File: src/rtl/regmap0_bus_master.sv
// regmap0_bus_master: valid/ready command-to-register-bank initiator.
// Each command gets one strobe cycle, and its response is held until the host consumes it.
module regmap0_bus_master #(
   parameter int width        = 8,
   parameter int addressWidth = 8
) (
   input  logic                    clk,
   input  logic                    rstn,
   input  logic                    cmd_valid,
   output logic                    cmd_ready,
   input  logic                    cmd_write,
   input  logic [addressWidth-1:0] cmd_addr,
   input  logic [width-1:0]        cmd_wdata,
   output logic                    rsp_valid,
   input  logic                    rsp_ready,
   output logic                    rsp_write,
   output logic [width-1:0]        rsp_rdata,
   output logic [addressWidth-1:0] address,
   output logic                    writeEnable,
   output logic [width-1:0]        writeData,
   output logic                    readEnable,
   input  logic [width-1:0]        readData
);
   typedef enum logic [1:0] {IDLE, ISSUE, RDWAIT, RESP} state_t;
   state_t                  state_q, state_d;
   logic [addressWidth-1:0] address_q, address_d;
   logic [width-1:0]        wdata_q, wdata_d;
   logic                    we_q, we_d;
   logic                    re_q, re_d;
   logic                    rsp_valid_q, rsp_valid_d;
   logic                    rsp_write_q, rsp_write_d;
   logic [width-1:0]        rsp_rdata_q, rsp_rdata_d;
   always_comb begin
      state_d     = state_q;
      address_d   = address_q;
      wdata_d     = wdata_q;
      we_d        = 1'b0;
      re_d        = 1'b0;
      rsp_valid_d = rsp_valid_q;
      rsp_write_d = rsp_write_q;
      rsp_rdata_d = rsp_rdata_q;
      case (state_q)
         IDLE: if (cmd_valid) begin
            address_d = cmd_addr;
            wdata_d   = cmd_wdata;
            we_d      = cmd_write;
            re_d      = !cmd_write;
            state_d   = ISSUE;
         end
         // The write strobe still marks the command type while in ISSUE
         ISSUE: if (we_q) begin
            rsp_valid_d = 1'b1;
            rsp_write_d = 1'b1;
            rsp_rdata_d = '0;
            state_d     = RESP;
         end else state_d = RDWAIT;
         RDWAIT: begin
            rsp_rdata_d = readData;
            rsp_write_d = 1'b0;
            rsp_valid_d = 1'b1;
            state_d     = RESP;
         end
         RESP: if (rsp_ready) begin
            rsp_valid_d = 1'b0;
            state_d     = IDLE;
         end
         default: state_d = IDLE;
      endcase
   end
   always_ff @(posedge clk or negedge rstn) begin
      if (!rstn) begin
         state_q     <= IDLE;
         address_q   <= '0;
         wdata_q     <= '0;
         we_q        <= 1'b0;
         re_q        <= 1'b0;
         rsp_valid_q <= 1'b0;
         rsp_write_q <= 1'b0;
         rsp_rdata_q <= '0;
      end else begin
         state_q     <= state_d;
         address_q   <= address_d;
         wdata_q     <= wdata_d;
         we_q        <= we_d;
         re_q        <= re_d;
         rsp_valid_q <= rsp_valid_d;
         rsp_write_q <= rsp_write_d;
         rsp_rdata_q <= rsp_rdata_d;
      end
   end
   assign cmd_ready   = (state_q == IDLE);
   assign rsp_valid   = rsp_valid_q;
   assign rsp_write   = rsp_write_q;
   assign rsp_rdata   = rsp_rdata_q;
   assign address     = address_q;
   assign writeEnable = we_q;
   assign writeData   = wdata_q;
   assign readEnable  = re_q;
endmodule

File: config.mk
export PLATFORM = sky130hd
export DESIGN_NAME = regmap0_bus_master
export DESIGN_NICKNAME = d
export VERILOG_FILES = /design/src/rtl/regmap0_bus_master.sv
export SDC_FILE = /design/constraint.sdc
export NUM_CORES = 1
export LEC_CHECK = 0
export BUFFER_PORTS_ARGS = -buffer_cell sky130_fd_sc_hd__buf_2
export CAP_MARGIN = 15
export CORE_ASPECT_RATIO = 1.5
export CORE_UTILIZATION = 49
export DETAILED_ROUTE_END_ITERATION = 12
export GPL_TIMING_DRIVEN = 1
export PLACE_DENSITY = 0.91
export RECOVER_POWER = 100
export SETUP_SLACK_MARGIN = 0.5
export SLEW_MARGIN = 20
export SYNTH_ARGS = -nofsm -noshare
export SYNTH_HDL_FRONTEND = slang
export SYNTH_SLANG_ARGS = --single-unit
File: constraint.sdc
create_clock -name clk -period 2.75 [get_ports clk]
set_input_delay 0.275 -clock clk [delete_from_list [all_inputs] [get_ports clk]]
set_output_delay 0.275 -clock clk [all_outputs]
set_load 0.1 [all_outputs]
# Yosys cells after proc, flatten, opt, wreduce, memory -nomap -nowiden

Index checks and enable logic that the tools add are counted.

Equality and inequality tests: 6
Muxes and demuxes: 14
Reductions and logical operators: 8

Operator list:

| cell                                                                   | number |
|---|---|
| 8-bit case mux with 2 select lines                                     | 1 |
| 8-bit 2-to-1 mux                                                       | 1 |
| 2-bit case mux with 4 select lines                                     | 1 |
| 1-bit 2-to-1 mux                                                       | 7 |
| 2-bit != test (second input constant)                                  | 3 |
| 2-bit AND reduction                                                    | 3 |
| 2-bit equality test (second input constant)                            | 2 |
| 2-bit 2-to-1 mux                                                       | 2 |
| 1-bit case mux with 3 select lines                                     | 1 |
| 3-bit AND reduction                                                    | 1 |
| 3-bit nonzero test                                                     | 1 |
| 2-bit by 1-bit equality test with 1-bit output (second input constant) | 1 |
| 2-bit logical NOT                                                      | 1 |
| 1-bit case mux with 2 select lines                                     | 1 |
| 2-bit nonzero test                                                     | 1 |
| 1-bit logical NOT                                                      | 1 |

Flip-flop bits (word level): 30
Input bits: 29
Output and inout port bits: 29
Logic and storage cells: 36

# Depth between registers and ports, before layout

Word-level depth: 3
Depth in mapped cells: 6
Depth with buffers taken out: 5

# Least setup slack after synthesis

Ideal clock, no wire load.

Path type: register -> register
Start point: register state_q[0]
End point: register address_q[0], in the netlist address[0]
Library setup time: 125 ps
Arrival: 2039 ps
Required time: 2625 ps
Setup slack: 586 ps
Cell stages (with the launch flop): 7
Buffers on the path: 2
Period minus slack after synthesis: 2164 ps
Path through: dfrtp_1 inv_1 ha_1 buf_6 nand2_4 buf_12 mux2_4

Cells in the longest elaborated chain, start to end: 2

RTL lines:

| element                       | line | source |
|---|---|---|
| start, declared               | 25   | `state_t state_q, state_d;` |
| start signal, assigned        | 81   | `state_q <= state_d;` |
| 2-bit logical NOT             | -    |  |
| named net cmd_ready           | 10   | `output logic cmd_ready,` |
| 2-bit AND reduction (no line) | -    |  |
| end signal, assigned          | 82   | `address_q <= address_d;` |
| end, declared                 | 26   | `logic [addressWidth-1:0] address_q, address_d;` |

The timed path passes the listed nets, and every way through them passes these cells.
A chain may end at the register's enable or synchronous reset.

# Final worst setup path

Start point: register state_q[0]
End point: register address_q[0], in the netlist address[0]

Cells in the longest elaborated chain, start to end: 2

RTL lines:

| element                       | line | source |
|---|---|---|
| 2-bit logical NOT             | 42   | `case (state_q)` |
| 2-bit AND reduction (no line) | -    |  |

No other way between the ends.

==> out/summary.txt <==
Outcome -> complete, but fails checks
Failing checks -> design-rule violations, max-capacitance violations, max-slew violations
CP startpoint -> state_q[0]$_DFFE_PN0P_
Synthesized flop and latch total -> 30
Maximum number of pins on one net before global-route repair -> 31
CP peak stage delay -> 0.49 ns
Initial antenna violation count -> 0
CTS Root Buffer Type -> clkbuf_4
Min Tclk post-route -> 1.943 ns
Final Hold Fails -> 0
Worst Path Max Fanout -> 17
Startpoint Class -> register
Placed Area -> 1551 µm²
Unrepaired setup endpoints after global routing -> no
Netlist cell types -> 20
Grt ovf -> 0
Crit end category -> register
H-Tree Level Count -> 2
Fin crit share -> 70.65%
Slowest library cell on the worst path -> mux2_1
Cts bufs inserted -> 5
# setup viols final -> 0
Die Y-Extent -> 64.41 µm
DR DRC count -> 5
Fin nets -> 178
Via count -> 887
Final Skew -> 0.001297 ns
Reg2Reg Launch Point -> state_q[0]$_DFFE_PN0P_
Vias in the first global route -> 870
Worst skew pair latency -> 0.31 ns
HPWL after DPL -> 1.873 mm
Max Clk Rate -> 514.7 MHz
Synth-to-Final Area Change -> 19.47%
Fin Setup TNS -> 0 ns
Die ar. -> 2809 µm²
Core footprint -> 2450 µm²
Syn nets -> 116
Setup bufs post-CTS -> 0
Die width -> 43.61 µm
Placer Congestion -> 0.7227
Max Root-Sink Buffers -> 2
CTS tree -> done
Sequential area share after synthesis -> 59.00%
Largest cells by area after synthesis -> dfrtp_1 59%, mux2_4 12%, mux2_2 6.2%
Worst hold path class -> input port to register
GRT Util Overall -> 19.21%
Yosys top cell by area -> dfrtp_1
Routed Antenna Nets -> 0
CP top delay family -> multiplexers
Resized cells post-CTS -> 0
Final Max Slew Viols -> 31
Vias per cell -> 5.249
Final instance area -> 1520 µm²
Crit path cell chain -> inv_1 -> ha_1 -> nand2_1 -> mux2_1
Min-Delay Path Depth -> 2
Yosys Warn Count -> 0
Reg2Reg Depth -> 4
Detailed router's first-iteration violation count -> 21
WP data required -> 2.95 ns
CP Class -> register to register
MaxCap Viol Count -> 1
Top-area cell type share of the netlist area -> 59.00%
Critical Path Stages -> 4
Total Wirelength -> 2.461 mm
First-pass GRT wire length -> 3.884 mm
Worst path bufs/invs -> 1
Mapped Avg Cell Area -> 15.33 µm²
Hold_sp -> cmd_write
Worst-margin pin slew -> 1.525 ns
Post-Syn Area -> 1272 µm²
Port bufs -> 57
Post-Synthesis Cells -> 83
Critical Path AT -> 2.14 ns
WL per Instance -> 14.56 µm
Drt first pass iters -> 8
# rows -> 22
Top-Level Pins -> 58
Inserted Diodes -> 0
Clock-pin slew of the registers on the worst-case setup and hold paths -> 0.09 ns
Worst slew margin -> -1.683%
Initial Util -> 51.94%
CTS Sinks -> 30
Layout cells sized above 1 -> 31.03%
-- what timing repair did --
item                       CTS  global route
hold endpoints to repair    30             0
setup endpoints to repair    0             0
hold buffers                 1             0
-- logic make-up after synthesis --
kind of cell / synth area share, %
DFF: 59.00
muxes: 17.99
AOI/OAI and AO/OA: 9.833
and+or+nand+nor: 5.211
buffers and inverters: 4.031
adders and majority gates: 3.933
-- path summary, 6_finish.rpt --
path / to / slack, ns
setup / recovery: address[0]$_DFFE_PN0P_ / 0.81
hold / removal: readEnable$_DFF_PN0_ / 0.12
setup reg to reg: address[0]$_DFFE_PN0P_ / 0.81
hold reg to reg: writeData[3]$_DFFE_PN0P_ / 0.50
max in group asynchronous: address[2]$_DFFE_PN0P_ / 1.00
min in group asynchronous: rsp_rdata[2]$_DFFE_PN0P_ / 0.87
-- synth_stat cells --
master,n
a21o_2,1
a22o_1,8
and2_1,1
and3_2,1
buf_12,1
buf_6,1
clkbuf_2,1
dfrtp_1,30
ha_1,4
inv_1,4
mux2_2,7
mux2_4,10
nand2_1,1
nand2_4,1
nor2_1,3
nor2b_1,2
nor2b_4,1
o21ai_0,1
o21bai_2,1
o31ai_1,4
-- stage by stage --
step	hold slack [ns]	instances	setup slack, ns	util, %
global placement	0.3217	161	1.189	63.33
CTS	0.1069	169	0.7562	65.68
finish	0.1191	169	0.8071	62.05
floorplan	-0.02059	83	0.5856	-
global route	0.1034	169	0.5964	62.05
detailed placement	0.3327	161	1.114	63.33
-- final cells by class --
class                   instances  area [µm²]
fillers                       223       929.6
flip-flops and latches         30       750.7
multi-input cells              46       417.9
repair buffers                 58       259.0
clock buffers                   5       37.54
well taps                      24       30.03
inverters                       4       15.01
clock inverters                 2       10.01
-- routing by layer --
layer	global-route usage (%)	vias to the layer above	share of wire, %
li1	-	417	-
met1	21.24	424	36
met2	33.21	42	55
met3	4.735	4	7.0
met4	9.375	0	1.3
met5	0	-	0
-- placed cells by master, fill, tap and decap left out, drive strengths merged --
cell and count:
clkbuf 34, and2 1, dlygate4sd3 1, mux2 17, nor2b 3, buf 28, clkinv 2, nand2 2
ha 4, o31ai 4, a22o 8, o21ai 1, a21o 1, inv 4, o21bai 1, nor2 3
and3 1, dfrtp 30
-- flip-flops by register name, indices dropped and copies added, names as in the netlist --
signal       cells
address          8
rsp_rdata        8
writeData        8
state_q          2
readEnable       1
rsp_valid        1
rsp_write        1
writeEnable      1
Power is left out: the tool's default activity adds up to more than one toggle a clock period on the data nets, which glitch-free logic cannot reach.
